## config.mk

```make
export PLATFORM = sky130hd
export DESIGN_NAME = naive_bus_arbiter2
export DESIGN_NICKNAME = d
export VERILOG_FILES = /design/src/rtl/naive_bus_arbiter2.sv
export SDC_FILE = /design/constraint.sdc
export NUM_CORES = 1
export LEC_CHECK = 0
export BUFFER_PORTS_ARGS = -buffer_cell sky130_fd_sc_hd__buf_2
export CORE_AREA = 10 10 151 153
export CTS_CLUSTER_SIZE = 8
export DETAILED_ROUTE_END_ITERATION = 10
export DIE_AREA = 0 0 161 163
export PLACE_DENSITY = 0.43
export SYNTH_ARGS = -nofsm -noshare
export SYNTH_HDL_FRONTEND = slang
export SYNTH_SLANG_ARGS = --single-unit
```

## constraint.sdc

```tcl
create_clock -name clk -period 2.46 [get_ports clk]
set_input_delay 0.492 -clock clk [delete_from_list [all_inputs] [get_ports clk]]
set_output_delay 0.492 -clock clk [all_outputs]
set_load 0.03 [all_outputs]
```

## src/rtl/naive_bus_arbiter2.sv

```systemverilog
// naive_bus_arbiter2: two-master to one-slave naive bus arbiter with fixed priority and ageing.
// Requests are forwarded combinationally; ownership is held until the slave grants.
module naive_bus_arbiter2 #(
   parameter int PRIO_M0  = 1,
   parameter int MAX_WAIT = 8
) (
   input  logic        clk,
   input  logic        rst_n,
   input  logic        m0_rd_req,
   input  logic [31:0] m0_rd_addr,
   output logic        m0_rd_gnt,
   output logic [31:0] m0_rd_data,
   input  logic        m0_wr_req,
   input  logic [31:0] m0_wr_addr,
   input  logic [31:0] m0_wr_data,
   input  logic [3:0]  m0_wr_be,
   output logic        m0_wr_gnt,
   input  logic        m1_rd_req,
   input  logic [31:0] m1_rd_addr,
   output logic        m1_rd_gnt,
   output logic [31:0] m1_rd_data,
   input  logic        m1_wr_req,
   input  logic [31:0] m1_wr_addr,
   input  logic [31:0] m1_wr_data,
   input  logic [3:0]  m1_wr_be,
   output logic        m1_wr_gnt,
   output logic        s_rd_req,
   output logic [31:0] s_rd_addr,
   input  logic        s_rd_gnt,
   input  logic [31:0] s_rd_data,
   output logic        s_wr_req,
   output logic [31:0] s_wr_addr,
   output logic [31:0] s_wr_data,
   output logic [3:0]  s_wr_be,
   input  logic        s_wr_gnt
);
   localparam int WCW = (MAX_WAIT < 1) ? 1 : $clog2(MAX_WAIT + 1);
   localparam logic LP = (PRIO_M0 != 0) ? 1'b1 : 1'b0;
   localparam logic [WCW-1:0] WMAX = WCW'(MAX_WAIT);

   typedef enum logic [1:0] {IDLE = 2'd0, OWN0 = 2'd1, OWN1 = 2'd2} state_t;

   state_t         r_state, w_next;
   logic           r_rd_vld, r_rd_sel;
   logic [WCW-1:0] r_wait_cnt;
   logic           w_req0, w_req1, w_age, w_arb, w_vld, w_own;
   logic           w_lp_req, w_lp_gnt, w_lp_own;

   assign w_req0 = m0_rd_req | m0_wr_req;
   assign w_req1 = m1_rd_req | m1_wr_req;
   assign w_age  = (MAX_WAIT != 0) && (r_wait_cnt == WMAX);
   assign w_arb  = (w_req0 & w_req1) ? (w_age ? LP : ~LP) : w_req1;
   // Forwarding is suppressed while reset is asserted so nothing leaks to the slave.
   assign w_vld  = rst_n & ((r_state != IDLE) | w_req0 | w_req1);
   assign w_own  = (r_state == OWN1) | ((r_state == IDLE) & w_arb);

   always_comb begin
      w_next = IDLE;
      if (w_vld && !(s_rd_gnt || s_wr_gnt) && (w_own ? w_req1 : w_req0))
         w_next = w_own ? OWN1 : OWN0;
   end

   assign s_rd_req  = w_vld & (w_own ? m1_rd_req : m0_rd_req);
   assign s_wr_req  = w_vld & (w_own ? m1_wr_req : m0_wr_req);
   assign s_rd_addr = w_vld ? (w_own ? m1_rd_addr : m0_rd_addr) : 32'h0;
   assign s_wr_addr = w_vld ? (w_own ? m1_wr_addr : m0_wr_addr) : 32'h0;
   assign s_wr_data = w_vld ? (w_own ? m1_wr_data : m0_wr_data) : 32'h0;
   assign s_wr_be   = w_vld ? (w_own ? m1_wr_be : m0_wr_be) : 4'h0;

   assign m0_rd_gnt = s_rd_gnt & w_vld & ~w_own & m0_rd_req;
   assign m0_wr_gnt = s_wr_gnt & w_vld & ~w_own & m0_wr_req;
   assign m1_rd_gnt = s_rd_gnt & w_vld & w_own & m1_rd_req;
   assign m1_wr_gnt = s_wr_gnt & w_vld & w_own & m1_wr_req;

   assign m0_rd_data = (r_rd_vld & ~r_rd_sel) ? s_rd_data : 32'h0;
   assign m1_rd_data = (r_rd_vld & r_rd_sel) ? s_rd_data : 32'h0;

   assign w_lp_req = LP ? w_req1 : w_req0;
   assign w_lp_gnt = LP ? (m1_rd_gnt | m1_wr_gnt) : (m0_rd_gnt | m0_wr_gnt);
   assign w_lp_own = w_vld & (w_own == LP);

   always_ff @(posedge clk or negedge rst_n) begin
      if (!rst_n) begin
         r_state    <= IDLE;
         r_rd_vld   <= 1'b0;
         r_rd_sel   <= 1'b0;
         r_wait_cnt <= '0;
      end else begin
         r_state    <= w_next;
         r_rd_vld   <= s_rd_gnt;
         r_rd_sel   <= s_rd_gnt ? w_own : r_rd_sel;
         r_wait_cnt <= (!w_lp_req || w_lp_gnt) ? '0 :
                       (!w_lp_own && r_wait_cnt != WMAX) ? r_wait_cnt + 1'b1 : r_wait_cnt;
      end
   end
endmodule

```

[Word level (Yosys, flattened, before mapping)]
Cells that the tools add are included.
W data, S select, Z words.
Storage, ports and cells
  register bits after elaboration: 8
  output and inout port bits: 170
  logic and storage cells: 64
Cells by class
  add/sub/neg operators: 1
  eq/ne operators: 3
  mux-type cells: 19
  bitwise gates (word level): 26
  reductions and logical operators: 11
Operator list (number)
  $mux W32: 8
  $and A1 B1 Y1: 18
  $mux W4: 4
  $or A1 B1 Y1: 6
  $mux W1: 5
  $add A4 B1 Y4 const B: 1
  $eq A4 B4 Y1 const B: 1
  $mux W2: 2
  $ne A4 B4 Y1 const B: 1
  $reduce_bool A2 Y1: 2
  $logic_and A1 B1 Y1: 3
  $logic_not A1 Y1: 3
  $eq A2 B2 Y1 const B: 1
  $logic_not A2 Y1: 1
  $logic_or A1 B1 Y1: 2
  $not A1 Y1: 2

[Depth between registers and ports, before layout]
Gate-level depths: netlist of run 1.
  word-level depth: 10
  gate-level depth with buffers: 8

[Worst setup path before layout of run 1]
No wires, ideal clock.
  path kind: register -> output
  start point: register r_wait_cnt[0]
  end point: output s_wr_addr[10]
  data arrival time: 1.949 ns
  required time: 1.968 ns
  path slack: 0.019 ns
  cell stages (with the launch flop): 9
  buffers on the path: 2
  cells stage by stage: dfrtp_1 inv_1 ha_1 nand3b_1 a211oi_2 buf_6 buf_6 nand2_1 a21oi_1
On the way
  cells in the longest elaborated chain, start to end: 7
Ends and longest elaborated chain
  start, declared: line 45  | logic [WCW-1:0] r_wait_cnt;
  start signal, assigned: line 92  | r_wait_cnt <= (!w_lp_req || w_lp_gnt) ? '0 :
  $eq A4 B4 Y1: line 51  | assign w_age = (MAX_WAIT != 0) && (r_wait_cnt == WMAX);
  $mux W1 (2 in a row): line 52  | assign w_arb = (w_req0 & w_req1) ? (w_age ? LP : ~LP) : w_req1;
  $and A1 B1 Y1: line 55  | assign w_own = (r_state == OWN1) | ((r_state == IDLE) & w_arb);
  $or A1 B1 Y1: line 55
  $mux W32 (2 in a row): line 66  | assign s_wr_addr = w_vld ? (w_own ? m1_wr_addr : m0_wr_addr) : 32'h0;
  end, declared: line 32  | output logic [31:0] s_wr_addr,
Every way passes these cells.

[Final worst setup path of run 1]
  start point: register r_wait_cnt[1]
  end point: output s_wr_data[13]
On the way
  cells in the longest elaborated chain, start to end: 7
Ends and longest elaborated chain
  $eq A4 B4 Y1: line 51
  $mux W1 (2 in a row): line 52
  $and A1 B1 Y1: line 55
  $or A1 B1 Y1: line 55
  $mux W32 (2 in a row): line 67  | assign s_wr_data = w_vld ? (w_own ? m1_wr_data : m0_wr_data) : 32'h0;
  end, declared: line 33  | output logic [31:0] s_wr_data,
Every way passes these cells.

==> results of run 1 <==
-- path summary, 6_finish.rpt --
check / to / slack [ns] / cells past startpoint
worst max-delay path: s_wr_data[13] / -0.19 / 11
worst min-delay path: r_state[0]$_DFF_PN0_ / 0.20 / 2
worst max register to register: r_wait_cnt[0]$_DFFE_PN0P_ / 0.43 / 8
worst min register to register: r_wait_cnt[2]$_DFFE_PN0P_ / 0.53 / 1
max in group asynchronous: r_wait_cnt[3]$_DFFE_PN0P_ / 2.13 / 2
min in group clk: r_rd_vld$_DFF_PN0_ / 0.45 / 1
-- layout by cell type, fill, tap and decap left out, drive strengths merged --
cell type  instances
a31oi              1
nor2b              1
diode              1
a211oi             2
nand2b             1
nand3              2
or3                2
nand3b             1
and3              34
inv                2
a211o              2
mux2               1
o21ai              2
nor4               1
o32ai              1
clkbuf             8
nor4b              1
o31ai              1
nor2               5
o21ba              1
dfrtp              8
a21bo              1
and2              34
a21oi            104
ha                 2
buf              459
nor3               2
nand2            208
a311oi             1
-- registers in the layout (all words and copies together) (netlist names) --
signal and count:
r_wait_cnt 4, r_rd_vld 1, r_rd_sel 1, r_state 2
-- through the flow --
stage	instances	hold WS [ns]	power, mW	worst slack (ns)	setup TNS [ns]
after global routing	1159	0.214	2.82	-0.290	-26.40
final	1159	0.196	2.65	-0.186	-14.57
after global placement	1139	0.442	1.81	-0.0457	-0.0457
after detailed placement	1139	0.437	1.80	-0.0644	-0.138
after floorplan	463	0.196	1.15	0.0185	0
after CTS	1150	0.196	2.30	-0.154	-11.67
-- cell type report --
class,count,area (um2),area share [%]
antenna,1,2.50,0.0377
clock buffer,3,75.1,1.13
inverter,2,7.51,0.113
multi-input combinational,411,2620,39.4
sequential,8,200,3.02
tap,270,338,5.09
timing repair buffer,464,3400,51.2
-- repair_timing --
action                     CTS  global route
pin swaps                    4            70
resized for setup          140           256
setup buffers                4             3
gates cloned                 4             5
setup endpoints to repair  104           106
-- cells in the mapped netlist, types with 4 or more instances --
master,n,area share [%]
nand2_1,208,33
a21oi_1,104,22
and3_1,34,8.9
and2_1,33,8.6
clkbuf_1,17,2.7
buf_2,14,2.9
dfrtp_1,8,8.4
buf_6,7,3.3
nor2_1,5,0.79
buf_1,4,0.63
-- power breakdown --
group	internal (mW)	switching, mW
Clock	0.210	0.0628
Sequential	0.162	0.0200
Combinational	0.945	1.25
Total	1.32	1.34
-- routing by layer --
layer	up-vias	wire length [um]	global-route usage, %
li1	2386	-	-
met1	2165	7670	14.5
met2	239	11100	23.4
met3	20	1750	3.77
met4	0	296	2.36
met5	-	0	0
-- cells by family after synthesis --
logic type / synth area share (%)
buffers and inverters: 9.85
and+or+nand+nor: 54.3
AOI/OAI and AO/OA: 25.9
muxes: 0.471
DFF: 8.38
adders and majority gates: 1.05
==> results.sh, run 1 <==
export IMPL_critPathArrivalTime_ns=2.15
export IMPL_syn_num_nets=705
export IMPL_p_per_area_nw_per_um2=400
export IMPL_placed_area_um2=4960
export IMPL_status="complete, but fails checks"
export IMPL_cts_tree="built"
export IMPL_critPathLaunch="r_wait_cnt[1]$_DFFE_PN0P_"
export IMPL_hold_viol_final=0
export IMPL_cts_buffer_depth=2
export IMPL_drt_iter0_drc=278
export IMPL_avgSynthCellArea_um2=5.16
export IMPL_dieArea_um2=26200
export IMPL_cts_sinks=8
export IMPL_crit_family="buffers and inverters"
export IMPL_final_setup_viol_count=104
export IMPL_r2r_start="r_wait_cnt[1]$_DFFE_PN0P_"
export IMPL_grt_overflow_total=0
export IMPL_postRouteAntennaNets=0
export IMPL_critical_path_max_stage_delay_ns=0.37
export IMPL_startpoint_type="flop"
export IMPL_cp_max_fo=7
export IMPL_area_delta_synth_final_pct=178
export IMPL_worst_pin_slew_ns=0.561
export IMPL_netlist_area_um2=2390
export IMPL_relSlewSlack_pct=62.5
export IMPL_row_count=52
export IMPL_cp_required_ns=1.97
export IMPL_fin_util_pct=33.3
export IMPL_fp_dieH_um=163
export IMPL_drc=0
export IMPL_drive_gt1_share_pct=69.1
export IMPL_drtPass1Iterations=4
export IMPL_port_buffers=409
export IMPL_violations="negative setup slack"
export IMPL_ys_types=33
export IMPL_synth_edf_count=0
export IMPL_design_area_um2=6640
export IMPL_fmax_mhz=378
export IMPL_fin_crit_sh_pct=108
export IMPL_async_flop_share_pct=100
export IMPL_final_fill_count=2175
export IMPL_synth_cells=463
export IMPL_dp_hpwl_um=15400
export IMPL_core_area_um2=19900
export IMPL_cts_made_buffers=3
export IMPL_grt_max_degree=37
export IMPL_ys_seq_area_share_pct=8.38
export IMPL_gp_congestion=0.892
export IMPL_path_clk_slew_ns=0.04
export IMPL_wl_per_cell_um=17.9
export IMPL_cts_hold_buffers_added=0
export IMPL_rsz0062_at_grt="yes"
export IMPL_yosysWarnings=0
export IMPL_period_minus_slack_ns=2.65
export IMPL_crit_type="reg -> out"
export IMPL_fin_ws_ns=-0.186
export IMPL_p_leak_nw=3.65
export IMPL_end_kind="output port"
export IMPL_start_util_pct=12.0
export IMPL_finalClockSkew_ns=0.000368
export IMPL_synthFlopType="dfrtp_1"
export IMPL_cp_num_buf_inv=6
export IMPL_drv_cap=0
export IMPL_dieWidth_um=161
export IMPL_hold_class="in -> async"
export IMPL_nets=1132
export IMPL_vias_per_cell=4.15
export IMPL_grt_pass1_vias=4772
export IMPL_cp_slowest_cell="dfrtp_1"
export IMPL_wl_um=20800
export IMPL_synth_seq_cells=8
export IMPL_insertion_delay_ns=0.23
export IMPL_ctsHtreeMaxLevel=1
export IMPL_crit_chain="inv_1 > ha_2 > nand3b_1 > buf_6 > a211oi_4 > buf_6 > buf_12 > buf_4 > nand2_1 > a21oi_2 > buf_4"
export IMPL_vias=4810
export IMPL_root_buffer="clkbuf_16"
export IMPL_ios=410
export IMPL_grt_util_all_layers_pct=12.8
export IMPL_vdd_drop_max_mv=0.202
export IMPL_antenna_found_initial=1
export IMPL_grt_pass1_wl_um=27600
export IMPL_drv_slew=0
Note: power is estimated with default switching activity, not from simulation.
==> inputs of run 2 (changes only) <==
--- a/config.mk
+++ b/config.mk
@@ -11,6 +11,7 @@
 export DETAILED_ROUTE_END_ITERATION = 10
 export DIE_AREA = 0 0 161 163
 export PLACE_DENSITY = 0.43
+export SKIP_LAST_GASP = 1
 export SYNTH_ARGS = -nofsm -noshare
 export SYNTH_HDL_FRONTEND = slang
 export SYNTH_SLANG_ARGS = --single-unit
==> run 2 against run 1 <==
The flow still finishes with violations (negative setup slack). Non-clock buffer count is 2 lower. Maximum frequency hardly changed. Clock power hardly changed. Power is 0.85% lower. Cell area is 0.53% lower. Sequential power hardly changed.
==> results.sh, run 2 (synthesis results as in run 1) <==
export IMPL_drive_gt1_share_pct=68.6
export IMPL_ctsHtreeMaxLevel=1
export IMPL_dieWidth_um=161
export IMPL_grt_util_all_layers_pct=12.8
export IMPL_path_clk_slew_ns=0.04
export IMPL_port_buffers=409
export IMPL_p_per_area_nw_per_um2=398
export IMPL_dpl_worst_slack_ns=-0.0644
export IMPL_insertion_delay_ns=0.23
export IMPL_cp_num_buf_inv=6
export IMPL_row_count=52
export IMPL_reg_top3="r_wait_cnt x4, r_state x2"
export IMPL_drv_slew=0
export IMPL_drt_iter0_drc=303
export IMPL_startpoint_type="flop"
export IMPL_r2r_start="r_wait_cnt[1]$_DFFE_PN0P_"
export IMPL_grt_pass1_wl_um=27500
export IMPL_num_antenna_cells=0
export IMPL_hold_viol_final=0
export IMPL_critical_path_max_stage_delay_ns=0.37
export IMPL_violations="negative setup slack"
export IMPL_mostFrequentLayoutCell="buf_2"
export IMPL_nets=1130
export IMPL_fin_crit_sh_pct=108
export IMPL_fin_ws_ns=-0.186
export IMPL_worst_pin_slew_ns=0.545
export IMPL_grtUsageMet2_pct=23.1
export IMPL_period_minus_slack_ns=2.65
export IMPL_dieArea_um2=26200
export IMPL_grt_max_degree=37
export IMPL_relSlewSlack_pct=63.6
export IMPL_vdd_drop_max_mv=0.201
export IMPL_crit_chain="inv_1 > ha_2 > nand3b_1 > buf_6 > a211oi_4 > buf_6 > clkbuf_16 > buf_8 > nand2_2 > a21oi_2 > buf_6"
export IMPL_dp_hpwl_um=15400
export IMPL_final_setup_viol_count=104
export IMPL_fmax_mhz=378
export IMPL_cts_buffer_depth=2
export IMPL_vias=4795
export IMPL_cp_slowest_cell="dfrtp_1"
export IMPL_core_area_um2=19900
export IMPL_hold_class="in -> async"
export IMPL_crit_type="reg -> out"
export IMPL_cts_made_buffers=3
export IMPL_critPathLaunch="r_wait_cnt[1]$_DFFE_PN0P_"
export IMPL_rsz0062_at_grt="yes"
export IMPL_drc=0
export IMPL_postRouteAntennaNets=0
export IMPL_cts_sinks=8
export IMPL_cts_tree="built"
export IMPL_fp_dieH_um=163
export IMPL_area_delta_synth_final_pct=176
export IMPL_gp_congestion=0.892
export IMPL_use_met1_pct=14.4
export IMPL_status="complete, but fails checks"
export IMPL_finalClockSkew_ns=0.000214
export IMPL_start_util_pct=12.0
export IMPL_antenna_found_initial=0
export IMPL_grt_overflow_total=0
export IMPL_drtPass1Iterations=5
export IMPL_grtUsageMet3_pct=3.84
export IMPL_vias_per_cell=4.15
export IMPL_largest_reg_flops=4
export IMPL_wl_um=20400
export IMPL_wl_per_cell_um=17.6
export IMPL_largest_register="r_wait_cnt"
export IMPL_cp_max_fo=7
export IMPL_ios=410
export IMPL_grt_pass1_vias=4751
export IMPL_crit_top_cell="buf_6"
export IMPL_cp_required_ns=1.97
export IMPL_p_leak_nw=3.66
export IMPL_root_buffer="clkbuf_16"
export IMPL_end_kind="output port"
export IMPL_busiest_layer="met2"
export IMPL_drv_cap=0
export IMPL_finalSetupTns_ns=-14.24
export IMPL_critPathArrivalTime_ns=2.15
export IMPL_crit_family="buffers and inverters"
export IMPL_final_cell_mix="buf_2 (303), nand2_1 (161), buf_6 (94), a21oi_2 (84), buf_4 (42)"
==> run 2: cell count changes in the layout (fill, tap and decap cells not counted) <==
cell / change
clkbuf_16: -2
a21oi_2: +1
nand2_4: +4
buf_6: -4
a21oi_4: -1
diode_2: -1
buf_8: +4
nand2_2: -8
nand2_1: +4
==> run 2: path summary, 6_finish.rpt <==
check | depth (start not counted) | slack, ns | end
worst max register to register | 8 | 0.45 | r_wait_cnt[0]$_DFFE_PN0P_
min in group clk | 1 | 0.45 | r_rd_vld$_DFF_PN0_
worst max-delay path | 11 | -0.19 | s_wr_addr[29]
max in group asynchronous | 2 | 2.14 | r_rd_sel$_DFFE_PN0P_
worst min-delay path | 2 | 0.19 | r_state[0]$_DFF_PN0_
worst min register to register | 1 | 0.52 | r_wait_cnt[2]$_DFFE_PN0P_
==> run 2: area by class of cell <==
class | instances | area (um2)
sequential | 8 | 200
inverter | 2 | 7.51
multi-input combinational | 411 | 2620
fill | 2156 | 13300
clock buffer | 3 | 75.1
timing repair buffer | 462 | 3370
tap | 270 | 338
==> run 2: timing repair <==
action / 4_1_cts / 5_1_grt
resized for setup: 91 / 336
pin swaps: 4 / 81
gates cloned: 4 / 3
hold buffers: 0 / 0
setup endpoints to repair: 104 / 106
setup buffers: 4 / 3
==> run 2: worst register-to-register path: cells and delay by family (launching register included) <==
kind	cells	cell delay, ns
adder cells (fa/ha/maj)	1	0.16
buffers and inverters	3	0.39
flip-flops	1	0.37
AND/OR/NAND/NOR	2	0.25
AO/OA/AOI/OAI	2	0.69
==> run 2: report_power, final <==
group / internal, mW / switching, mW
Sequential: 0.162 / 0.0195
Clock: 0.209 / 0.0614
Combinational: 0.933 / 1.25
==> run 2: through the flow <==
stage | instance area, um2 | total power, mW | instances | util, % | hold slack [ns]
6_report | 6600 | 2.63 | 1156 | 33.2 | 0.193
5_1_grt | 6600 | 2.79 | 1156 | 33.2 | 0.211
4_1_cts | 5430 | 2.25 | 1150 | 27.3 | 0.196
3_5_place_dp | 4960 | 1.80 | 1139 | 24.9 | 0.437
3_3_place_gp | 4960 | 1.81 | 1139 | 24.9 | 0.442
2_1_floorplan | 2390 | 1.15 | 463 | - | 0.196
==> run 2: per-layer routing <==
layer / part of all wire (%) / up-vias
met5: 0 / -
met4: 1.5 / 0
met3: 9.0 / 22
met2: 52 / 246
met1: 37 / 2148
li1: - / 2379
